### src/rtl/pc_trace_filter.sv
// Filters the core retire stream into start, discontinuity and sync PC records and paces them out one per serial frame.
// Build option: define PC_TRACE_LOOP_SUPPRESS_EN to drop repeated identical discontinuity records (tight loops).
module pc_trace_filter #(
  parameter int FIFO_DEPTH   = 8,
  parameter int DRAIN_CYCLES = 33,
  parameter int SYNC_PERIOD  = 256
) (
  input  logic        clk,
  input  logic        rst_n,
  input  logic        sleep,
  input  logic        trace_en,
  input  logic        retire_valid,
  input  logic [31:0] retire_pc,
  output logic        debug_enq_valid,
  output logic [31:0] debug_w_data,
  output logic [15:0] drop_cnt,
  output logic        overflow
);

  localparam int AW = $clog2(FIFO_DEPTH);
  localparam int SW = $clog2(SYNC_PERIOD);
  localparam int HW = $clog2(DRAIN_CYCLES + 1);

  localparam logic [AW:0]   PTR_ONE   = (AW+1)'(1);
  localparam logic [SW-1:0] SYNC_ONE  = SW'(1);
  localparam logic [SW-1:0] SYNC_LAST = SW'(SYNC_PERIOD - 1);
  localparam logic [HW-1:0] HOLD_ONE  = HW'(1);
  localparam logic [HW-1:0] HOLD_LOAD = HW'(DRAIN_CYCLES - 1);

  logic [31:0]   mem_q [FIFO_DEPTH];
  logic [AW:0]   wr_ptr_q, wr_ptr_d;
  logic [AW:0]   rd_ptr_q, rd_ptr_d;
  logic [HW-1:0] holdoff_q, holdoff_d;
  logic          have_last_q, have_last_d;
  logic [SW-1:0] sync_cnt_q, sync_cnt_d;
  logic [31:0]   last_pc_q, last_pc_d;
  logic          valid_q, valid_d;
  logic [31:0]   data_q, data_d;
  logic [15:0]   drop_q, drop_d;
  logic          ovf_q, ovf_d;

  logic        full, empty, retire_ok, discont, rec_sync, rec;
  logic        suppress, push_req, push, drop, pop;
  logic [31:0] rec_word;

  assign full  = (wr_ptr_q[AW-1:0] == rd_ptr_q[AW-1:0]) && (wr_ptr_q[AW] != rd_ptr_q[AW]);
  assign empty = (wr_ptr_q == rd_ptr_q);

  assign retire_ok = retire_valid & trace_en & ~sleep;
  assign discont   = have_last_q && (retire_pc != last_pc_q + 32'd4);
  assign rec_sync  = have_last_q && !discont && (sync_cnt_q == SYNC_LAST);
  assign rec       = retire_ok && (!have_last_q || discont || rec_sync);
  // S bit is set for start and sync records, clear only for discontinuities
  assign rec_word  = {retire_pc[31:1], ~discont};

`ifdef PC_TRACE_LOOP_SUPPRESS_EN
  logic [31:0] last_push_q;

  assign suppress = discont && (rec_word == last_push_q);

  always_ff @(posedge clk or negedge rst_n) begin
    if (!rst_n) begin
      last_push_q <= '0;
    end else if (sleep) begin
      last_push_q <= '0;
    end else if (push) begin
      last_push_q <= rec_word;
    end
  end
`else
  assign suppress = 1'b0;
`endif

  assign push_req = rec && !suppress;
  assign push     = push_req && !full;
  assign drop     = push_req && full;
  assign pop      = !empty && (holdoff_q == '0);

  always_comb begin
    wr_ptr_d    = wr_ptr_q;
    rd_ptr_d    = rd_ptr_q;
    holdoff_d   = holdoff_q;
    have_last_d = have_last_q;
    sync_cnt_d  = sync_cnt_q;
    last_pc_d   = last_pc_q;
    valid_d     = 1'b0;
    data_d      = data_q;
    drop_d      = drop_q;
    ovf_d       = ovf_q;
    if (sleep) begin
      wr_ptr_d    = '0;
      rd_ptr_d    = '0;
      holdoff_d   = '0;
      have_last_d = 1'b0;
      sync_cnt_d  = '0;
    end else begin
      if (holdoff_q != '0) holdoff_d = holdoff_q - HOLD_ONE;
      if (pop) begin
        rd_ptr_d  = rd_ptr_q + PTR_ONE;
        valid_d   = 1'b1;
        data_d    = mem_q[rd_ptr_q[AW-1:0]];
        holdoff_d = HOLD_LOAD;
      end
      if (push) wr_ptr_d = wr_ptr_q + PTR_ONE;
      if (drop) begin
        if (drop_q != 16'hFFFF) drop_d = drop_q + 16'd1;
        ovf_d = 1'b1;
      end
      if (!trace_en) begin
        have_last_d = 1'b0;
        sync_cnt_d  = '0;
      end else if (retire_valid) begin
        last_pc_d   = retire_pc;
        have_last_d = 1'b1;
        sync_cnt_d  = rec ? '0 : sync_cnt_q + SYNC_ONE;
      end
    end
  end

  always_ff @(posedge clk or negedge rst_n) begin
    if (!rst_n) begin
      wr_ptr_q    <= '0;
      rd_ptr_q    <= '0;
      holdoff_q   <= '0;
      have_last_q <= 1'b0;
      sync_cnt_q  <= '0;
      last_pc_q   <= '0;
      valid_q     <= 1'b0;
      data_q      <= '0;
      drop_q      <= '0;
      ovf_q       <= 1'b0;
    end else begin
      wr_ptr_q    <= wr_ptr_d;
      rd_ptr_q    <= rd_ptr_d;
      holdoff_q   <= holdoff_d;
      have_last_q <= have_last_d;
      sync_cnt_q  <= sync_cnt_d;
      last_pc_q   <= last_pc_d;
      valid_q     <= valid_d;
      data_q      <= data_d;
      drop_q      <= drop_d;
      ovf_q       <= ovf_d;
    end
  end

  // Storage needs no reset: pointers alone define what is valid
  always_ff @(posedge clk) begin
    if (push) mem_q[wr_ptr_q[AW-1:0]] <= rec_word;
  end

  assign debug_enq_valid = valid_q;
  assign debug_w_data    = data_q;
  assign drop_cnt        = drop_q;
  assign overflow        = ovf_q;

endmodule

### config.mk
export PLATFORM = sky130hd
export DESIGN_NAME = pc_trace_filter
export DESIGN_NICKNAME = d
export VERILOG_FILES = /design/src/rtl/pc_trace_filter.sv
export SDC_FILE = /design/constraint.sdc
export NUM_CORES = 1
export LEC_CHECK = 0
export ABC_AREA = 1
export CAP_MARGIN = 20
export CELL_PAD_IN_SITES_DETAIL_PLACEMENT = 0
export CELL_PAD_IN_SITES_GLOBAL_PLACEMENT = 1
export CORE_MARGIN = 2
export CORE_UTILIZATION = 51
export DETAILED_ROUTE_END_ITERATION = 8
export PLACE_DENSITY_LB_ADDON = 0.1
export SLEW_MARGIN = 20
export SYNTH_ARGS = -nofsm -noshare
export SYNTH_HDL_FRONTEND = slang
export SYNTH_SLANG_ARGS = --single-unit
### constraint.sdc
create_clock -name clk -period 11.4 [get_ports clk]
set_input_delay 1.71 -clock clk [delete_from_list [all_inputs] [get_ports clk]]
set_output_delay 1.71 -clock clk [all_outputs]
set_load 0.05 [all_outputs]
==> impl_metrics.json <==
{
  "setup-violations-final": 0,
  "port_buffers": 86,
  "synthesis.area_mm2": 0.01571,
  "pre_cts_ws_ps": 5823,
  "drc": 0,
  "cts_tree": "done",
  "dp_cells": 1941,
  "clk_latency_ps": 520,
  "busiest_layer": "met2",
  "use_met1_pct": 33.26,
  "p_leak_uw": 0.007068,
  "crit_path_start_kind": "input port",
  "vdd_drop_max_mv": 0.1164,
  "cts_resized": 0,
  "hold_violations": 0,
  "yosys_warnings": 0,
  "syn_inst": 1504,
  "stdcell_count": 2012,
  "avgSynthCellArea_um2": 10.45,
  "cts-hold-fix-buffers": 0,
  "vias": 10849,
  "run_status": "finished clean",
  "use_met2_pct": 38.24,
  "dieArea_mm2": 0.03223,
  "critPathSlowestCell": "nor3_4",
  "synth_cell_type_count": 38,
  "rsz0062_at_grt": "no",
  "cellPowerDensity_mw_per_mm2": 198.6,
  "viasPerCell": 5.392,
  "cts_htree_levels": 2,
  "hold_slack_ps": 479.2,
  "multiInputGateArea_mm2": 0.004802,
  "cts_sinks": 361,
  "wirelength_um": 37060,
  "io_pins": 87,
  "grt_usage_pct": 23.30,
  "post_cts_buffers": 0,
  "met3_usage_pct": 3.059,
  "async_flop_share_pct": 29.09,
  "die_height_um": 179.5,
  "syn_to_final_growth_pct": 16.25,
  "fin_total_pwr_uw": 3629,
  "core-area_mm2": 0.03043,
  "synthFlopType": "edfxtp_1",
  "antenna_found_initial": 1,
  "worstPathRequired_ps": 11560,
  "synth_seq_area_share_pct": 65.64,
  "max-clock-path-buffers": 3,
  "cts-root-buf": "clkbuf_16",
  "fp.dieW_um": 179.5,
  "tightest_slew_ps": 993.8,
  "endpoint_kind": "flip-flop",
  "slowest_delay_ps": 730,
  "ys_ff_latch": 361,
  "rows": 64,
  "drive_above_1_share_pct": 6.807,
  "overflow": 0,
  "n_antenna_cell": 0,
  "start_util_pct": 51.64,
  "cts_buffers": 39,
  "final_common_cell": "nand2_1",
  "drv_slew": 0,
  "grt_pass1_wl_um": 59280,
  "setup_ws_ps": 6408,
  "dp_hpwl_um": 22410,
  "syn_nets": 1547,
  "fin_nets": 1631,
  "grt_pass1_vias": 10424,
  "routedWlPerCell_um": 18.42,
  "crit_type": "input port to flip-flop",
  "fmax_ghz": 0.2003,
  "clk_pin_slew_worst_paths_ps": 60,
  "worst_hold_path_type": "flip-flop to flip-flop",
  "arrival_ps": 5150,
  "slew_headroom_pct": 33.75,
  "skew_ps": 17.97,
  "setup_tns_ps": 0,
  "first_pass_iters": 5,
  "mostFrequentLayoutCells": "nand2_1, edfxtp_1, o21ai_0, nor2_1, nand3_1",
  "min_path_cells": 2,
  "period_share_pct": 43.79,
  "rr_worst_depth": 16,
  "grt_max_degree": 102,
  "drtAntennaViolNets": 0,
  "drtIter0Drc": 861,
  "synth_edf_count": 256,
  "fin_crit_ps": 4992,
  "cap_violations": 0,
  "cp_max_fo": 45,
  "gp_congestion": 0.8371,
  "path_cells": "clkdlybuf4s50_1, inv_2, nand2_1, nor2_1, nor2_4, buf_4, nand4_1, nor3_4, buf_4",
  "n_fill_cell": 2546,
  "seqCellArea_mm2": 0.01032,
  "cp_common_cell": "buf_4"
}
cell families (layout without fill, tap and decap cells):
| kind of cell | Yosys count | after routing | synth area share (%) |
|---|---|---|---|
| simple gates | 679 | 679 | 18.45 |
| flops | 361 | 361 | 65.64 |
| compound gates | 238 | 238 | 8.440 |
| buf+inv | 172 | 284 | 4.220 |
| xor+xnor | 47 | 47 | 2.707 |
| fa+ha+maj | 6 | 6 | 0.4777 |
| mux | 1 | 1 | 0.06370 |
where the power goes:
group / internal [uW] / switching, uW
registers: 1510 / 88.6
clock network: 674 / 497
logic: 266 / 589
worst max-delay path, delay by kind of cell:
kind	cells	cell delay, ps
buffers and inverters	4	1700
and+or+nand+nor	5	1730
final timing paths:
check                            startpoint                to  slack (ps)
setup reg to reg               last_pc_q[2]      mem_q[6][29]        7530
hold / removal             debug_w_data[22]  debug_w_data[22]         480
setup / recovery                      sleep      mem_q[6][29]        6410
max in group asynchronous             rst_n       rd_ptr_q[0]        8860
min in group asynchronous             rst_n      last_pc_q[7]        1330
hold reg to reg            debug_w_data[22]  debug_w_data[22]         480
per-stage QoR:
stage	cell area, um^2	util [%]
6_report	18270	60.03
5_1_grt	18270	60.03
4_1_cts	18220	59.88
3_5_place_dp	17050	56.04
3_3_place_gp	16990	55.83
2_1_floorplan	15710	-
synth_stat cells (all sizes together) (4+ instances only):
library cell,instances,share of area (%)
nor2,144,3.9
inv,109,2.6
o21bai,4,0.19
o221ai,32,1.8
xnor2,18,1.0
nor3,15,0.48
nand4,10,0.49
edfxtp,256,49
a21oi,38,1.2
buf,8,0.30
nand3b,7,0.33
clkbuf,53,1.3
o21ai,161,5.1
nand3,110,3.6
xor2,28,1.6
nand2,387,9.3
dfrtp,105,17
ha,6,0.48
layer usage:
layer,vias up,share of wire [%]
met5,-,0
met4,0,1.5
met3,43,5.7
met2,255,47
met1,5239,46
li1,5312,-
layout make-up:
class	count	area share, %
Sequential cell	361	56.49
Multi-Input combinational cell	971	26.29
Timing Repair Buffer	104	5.836
Clock buffer	47	5.507
Tap cell	396	2.712
Inverter	111	2.281
Clock inverter	22	0.8904
state kept, by name, summed over array words and instances (netlist names), 4 cells and up:
register	count
debug_w_data	32
drop_cnt	16
rd_ptr_q	4
mem_q	256
last_pc_q	32
holdoff_q	6
sync_cnt_q	8
wr_ptr_q	4
(Power assumes the default switching activity.)
